===== src/rtl/ahb_arbiter_rr.sv =====
// rtl/ahb_arbiter_rr.sv - round-robin AHB bus arbiter with burst, lock and split/retry awareness
`timescale 1ns/1ps
module ahb_arbiter_rr #(
  parameter int NUM_MASTERS    = 3,
  parameter int DEFAULT_MASTER = 0
) (
  input  logic                   clock,
  input  logic                   reset,
  input  logic [NUM_MASTERS-1:0] HBUSREQ,
  input  logic [NUM_MASTERS-1:0] HLOCK,
  input  logic [1:0]             HTRANS,
  input  logic [2:0]             HBURST,
  input  logic                   HREADY,
  input  logic [1:0]             HRESP,
  output logic [NUM_MASTERS-1:0] HGRANT,
  output logic [3:0]             HMASTER,
  output logic                   HMASTLOCK,
  output logic [3:0]             HMASTER_D
);

  localparam logic [1:0] TRANS_IDLE   = 2'd0;
  localparam logic [1:0] TRANS_BUSY   = 2'd1;
  localparam logic [1:0] TRANS_NONSEQ = 2'd2;
  localparam logic [1:0] TRANS_SEQ    = 2'd3;
  localparam logic [2:0] BURST_INCR   = 3'd1;
  localparam logic [1:0] RESP_OKAY    = 2'd0;
  localparam logic [3:0] DEF_IDX      = 4'(DEFAULT_MASTER);

  // The grant register doubles as the round-robin pointer: the search
  // always starts just above whoever currently holds the grant.
  logic [NUM_MASTERS-1:0] grant_q, grant_d;
  logic [3:0]             beats_q, beats_d;
  logic                   incr_q, incr_d;
  logic [3:0]             master_q, master_d;
  logic                   mastlock_q, mastlock_d;
  logic [3:0]             master_dph_q, master_dph_d;

  logic [15:0] req_pad;
  logic [15:0] lock_pad;
  logic [3:0]  owner_idx;
  logic [3:0]  next_idx;
  logic [3:0]  start_len;
  logic        resp_err;
  logic        burst_busy;
  logic        incr_hold;
  logic        permit;

  assign req_pad  = 16'(HBUSREQ);
  assign lock_pad = 16'(HLOCK);
  assign resp_err = (HRESP != RESP_OKAY);

  // Decode the one-hot grant into the owner index.
  always_comb begin
    owner_idx = '0;
    for (int i = 0; i < NUM_MASTERS; i++) begin
      if (grant_q[i]) owner_idx = 4'(i);
    end
  end

  // Remaining SEQ beats implied by the burst type of a NONSEQ.
  always_comb begin
    case (HBURST)
      3'd2, 3'd3: start_len = 4'd3;
      3'd4, 3'd5: start_len = 4'd7;
      3'd6, 3'd7: start_len = 4'd15;
      default:    start_len = 4'd0;
    endcase
  end

  // Decide whether the grant may move this cycle. A NONSEQ that opens a
  // fixed-length burst already counts as busy so the owner keeps the bus
  // for its first beat; an INCR burst is held only by the owner's request.
  always_comb begin
    if (HTRANS == TRANS_NONSEQ) begin
      burst_busy = (start_len != 4'd0);
    end else begin
      burst_busy = (beats_q > 4'd1) || ((beats_q == 4'd1) && (HTRANS != TRANS_SEQ));
    end
    incr_hold = req_pad[owner_idx] &&
                (((HTRANS == TRANS_NONSEQ) && (HBURST == BURST_INCR)) ||
                 (incr_q && ((HTRANS == TRANS_SEQ) || (HTRANS == TRANS_BUSY))));
    permit = HREADY && !lock_pad[owner_idx] && (resp_err || (!burst_busy && !incr_hold));
  end

  // Round-robin search from owner+1 upward, wrapping, ending on the owner.
  always_comb begin
    logic       found;
    logic [4:0] cand;
    found    = 1'b0;
    next_idx = DEF_IDX;
    cand     = '0;
    for (int i = 1; i <= NUM_MASTERS; i++) begin
      cand = 5'(owner_idx) + 5'(i);
      if (cand >= 5'(NUM_MASTERS)) cand = cand - 5'(NUM_MASTERS);
      if (!found && req_pad[cand[3:0]]) begin
        found    = 1'b1;
        next_idx = cand[3:0];
      end
    end
  end

  // Next-state for grant, burst tracking and the ownership pipeline.
  always_comb begin
    grant_d      = grant_q;
    beats_d      = beats_q;
    incr_d       = incr_q;
    master_d     = master_q;
    mastlock_d   = mastlock_q;
    master_dph_d = master_dph_q;

    if (permit) begin
      for (int i = 0; i < NUM_MASTERS; i++) begin
        grant_d[i] = (4'(i) == next_idx);
      end
    end

    if (resp_err) begin
      beats_d = 4'd0;
      incr_d  = 1'b0;
    end else if (HREADY && (HTRANS == TRANS_NONSEQ)) begin
      beats_d = start_len;
      incr_d  = (HBURST == BURST_INCR);
    end else if (HREADY && (HTRANS == TRANS_SEQ)) begin
      if (beats_q != 4'd0) beats_d = beats_q - 4'd1;
    end else if (HREADY && (HTRANS == TRANS_IDLE)) begin
      incr_d = 1'b0;
    end

    if (HREADY) begin
      master_d     = owner_idx;
      mastlock_d   = lock_pad[owner_idx];
      master_dph_d = master_q;
    end

    if (reset) begin
      for (int i = 0; i < NUM_MASTERS; i++) begin
        grant_d[i] = (4'(i) == DEF_IDX);
      end
      beats_d      = 4'd0;
      incr_d       = 1'b0;
      master_d     = DEF_IDX;
      mastlock_d   = 1'b0;
      master_dph_d = DEF_IDX;
    end
  end

  // State registers; reset is folded into the next-state logic above.
  always_ff @(posedge clock) begin
    grant_q      <= grant_d;
    beats_q      <= beats_d;
    incr_q       <= incr_d;
    master_q     <= master_d;
    mastlock_q   <= mastlock_d;
    master_dph_q <= master_dph_d;
  end

  assign HGRANT    = grant_q;
  assign HMASTER   = master_q;
  assign HMASTLOCK = mastlock_q;
  assign HMASTER_D = master_dph_q;

endmodule


===== config.mk =====
export PLATFORM = sky130hd
export DESIGN_NAME = ahb_arbiter_rr
export DESIGN_NICKNAME = d
export VERILOG_FILES = /design/src/rtl/ahb_arbiter_rr.sv
export SDC_FILE = /design/constraint.sdc
export NUM_CORES = 1
export LEC_CHECK = 0
export CORE_AREA = 5 5 60 62
export CTS_CLUSTER_DIAMETER = 200
export CTS_CLUSTER_SIZE = 20
export DETAILED_ROUTE_END_ITERATION = 8
export DIE_AREA = 0 0 65 67
export PLACE_DENSITY = 0.5
export SYNTH_ARGS = -nofsm -noshare
export SYNTH_HDL_FRONTEND = slang
export SYNTH_SLANG_ARGS = --single-unit
export TNS_END_PERCENT = 1

===== constraint.sdc =====
create_clock -name clock -period 1.92 [get_ports clock]
set_clock_uncertainty 0.15 [all_clocks]
set_input_delay 0.384 -clock clock [delete_from_list [all_inputs] [get_ports clock]]
set_output_delay 0.384 -clock clock [all_outputs]
set_load 0.02 [all_outputs]

==> results_dict.tcl <==
set metrics [dict create \
    clkPwrFrac 0.248 \
    synth_top_area_frac 0.325 \
    synth_seq_cells 13 \
    start_util 0.269 \
    crit_chain "clkdlybuf4s50_1, nor4bb_2, buf_4, o22ai_1, o211a_1, o41a_1" \
    final_cell_mix "buf_4 (22), clkdlybuf4s50_1 (17), dfxtp_1 (12)" \
    die_x_um 65 \
    critPathMaxFanout 3 \
    grt-ovfl-total 0 \
    worstPathArrival_ns 1.90 \
    maxCapViolCount 0 \
    rsz0062_at_grt "yes" \
    max_stage_delay_ns 0.44 \
    yosys.area.top_type "dfxtp_1" \
    gp_congestion 0.820 \
    finalSetupTns_ns 0 \
    met1_usage 0.116 \
    fmax_mhz 530 \
    core_area_sq_mm 0.00298 \
    share_seq_of_total_power 0.443 \
    p_int_uw 471 \
    cp.buffers_inverters 2 \
    setup_ws_ns 0.0329 \
    detail_route.wl_per_cell_um 12.4 \
    yosys-top-cells-area "dfxtp_1 (33%), a21oi_1 (5.0%), mux2i_1 (5.0%)" \
    synth_area_per_cell_sq_um 8.52 \
    max-clock-path-buffers 2 \
    first_pass_iters 4 \
    cts-buffers-inserted 3 \
    dp.cells 168 \
    drt-initial-drc-count 19 \
    nets 158 \
    pre_cts_ws_ns -0.474 \
    grtUsageTotal 0.101 \
    fin_cells 172 \
    startpoint_type "input pin" \
    grt_first_pass_wirelength_mm 3.52 \
    switching_power_uw 183 \
    drt_drc_violations_left 0 \
    cts.sinks 13 \
    grt_use_met3 0.0202 \
    layout_commonest_cell "buf_4" \
    grt_max_degree 10 \
    grt_util_met2 0.189 \
    cts_root_buf "clkbuf_4" \
    p_comb_frac 0.308 \
    crit_type "input pin to flip-flop" \
    postCtsHoldBufs 0 \
    worstSkewPairLatency_ns 0.27 \
    io_buffers 23 \
    hold_viol 0 \
    yosys.cell_types.count 39 \
    vias 827 \
    diodes 0 \
    ys_seq_area_frac 0.325 \
    htreeDepth 1 \
    p_total_uw 654 \
    critical-path-top-delay-family "compound AO/OA/AOI/OAI gates" \
    powerDensity_mw_per_mm2 517 \
    antenna_found_initial 0 \
    die_area_sq_mm 0.00436 \
    fp.dieH_um 67 \
    wirelength_mm 2.13 \
    viasPerCell 4.81 \
    swShare 0.280 \
    cp.required_ns 1.93 \
    grt-busiest-layer "met2" \
    leakage_uw 0.000524 \
    critPathSlowestCell "clkdlybuf4s50_1" \
    drive_above_1_share 0.237 \
    whs_ns 0.334 \
    drtAntennaViolNets 0 \
    cts.clk_slew.worst_paths_ns 0.08 \
    status "finished, final reports clean" \
    syn_inst 94 \
    netlist_area_sq_um 801 \
    grt_pass1_vias 838 \
    hold_path_class "flip-flop to flip-flop" \
    ys_warn_count 0 \
    slew_viol_final 0 \
    min_period_ns 1.89 \
    max-vdd-ir-drop_uv 266 \
    finalCritPeriodShare 0.983 \
    dp_hpwl_mm 1.78 \
    cts_tree "built" \
    io_pins 28 \
    syn2layout_area_growth_pct 57.8 \
    finalSetupViolations 0 \
    cp-end-kind "flip-flop" \
    std_cell_rows 20 \
]
==> sequential cells by signal, summed over array words and instances, names as in the netlist <==
name and flops:
HGRANT 3, HMASTLOCK 1, beats_q 4, incr_q 1
HMASTER_D 2, HMASTER 2
==> worst reg2reg max path: cells and delay by family, from the launching register on <==
kind	cells	cell delay, ns
DFF	1	0.34
adders and majority gates	1	0.19
AOI/OAI and AO/OA	4	0.85
muxes	1	0.15
buffers and inverters	1	0.06
==> area by class of cell <==
class                      count  area (sq um)
fill                         305          1710
multi-input combinational     72           524
timing repair buffer          45           392
sequential                    13           262
tap                           33          41.3
clock buffer                   4          26.3
inverter                       5          18.8
==> routing by layer <==
layer  vias to the layer above  part of all wire
met2                        22              0.50
li1                        427                 -
met5                         -                 0
met1                       378              0.45
met4                         0                 0
met3                         0             0.049
==> logic make-up (layout without fill, tap and decap cells) <==
kind of cell,Yosys count,in the layout,synth area share
other,1,4,0.00468
DFF,13,13,0.325
xor gates and xnor gates,3,3,0.0328
and+or+nand+nor,26,26,0.167
muxes,5,5,0.0641
AOI/OAI and AO/OA,32,32,0.295
adders and majority gates,2,2,0.0312
buffers and inverters,12,54,0.0797
==> repair_timing <==
item | in CTS | in global routing
endpoints found under the setup margin | 4 | 7
gates resized for setup | 10 | 3
pin swaps | 1 | 2
buffers inserted | 0 | 0
==> per-stage QoR <==
| step | instance area (sq um) | util |
|---|---|---|
| floorplan | 812 | - |
| global placement | 1200 | 0.404 |
| detailed placement | 1200 | 0.404 |
| CTS | 1250 | 0.419 |
| global route | 1260 | 0.424 |
| finish | 1260 | 0.424 |
==> cell usage after synthesis <==
| cell type | n |
|---|---|
| dfxtp_1 | 13 |
| a21oi_1 | 8 |
| nor2_1 | 7 |
| nand2_1 | 6 |
| buf_4 | 5 |
| inv_1 | 4 |
| mux2i_1 | 4 |
| o211ai_1 | 4 |
| o21ai_0 | 4 |
| nand3_1 | 3 |
| a211oi_1 | 2 |
| a21o_1 | 2 |
| ha_1 | 2 |
| nor2b_1 | 2 |
| o22ai_1 | 2 |
| or3_1 | 2 |
| xor2_1 | 2 |
| a21boi_0 | 1 |
| a221o_1 | 1 |
| a31oi_1 | 1 |
| and2b_1 | 1 |
| buf_1 | 1 |
| clkbuf_1 | 1 |
| conb_1 | 1 |
| inv_2 | 1 |
| mux2_1 | 1 |
| nand2b_1 | 1 |
| nand4_1 | 1 |
| nor3_1 | 1 |
| nor4bb_1 | 1 |
| o211a_1 | 1 |
| o211ai_2 | 1 |
| o21a_1 | 1 |
| o21bai_1 | 1 |
| o2bb2ai_2 | 1 |
| o41a_1 | 1 |
| o41ai_2 | 1 |
| or4b_1 | 1 |
| xnor2_1 | 1 |
==> path summary, 6_finish.rpt <==
check | from | end | slack, ns | cells past startpoint
min | HMASTLOCK | HMASTLOCK | 0.33 | 2
min reg2reg | HMASTLOCK | HMASTLOCK | 0.33 | 2
max reg2reg | beats_q[1] | HGRANT[0] | 0.08 | 7
max | HBURST[0] | HGRANT[0] | 0.03 | 6
==> power by group through the flow <==
stage	Combinational [uW]	Clock, uW	Sequential, uW
2_1_floorplan	82.6	0	307
3_3_place_gp	196	0	296
3_5_place_dp	197	0	296
5_1_grt	217	190	292
6_report	202	162	290
4_1_cts	199	172	290
Power figures use the tool's default switching activity.
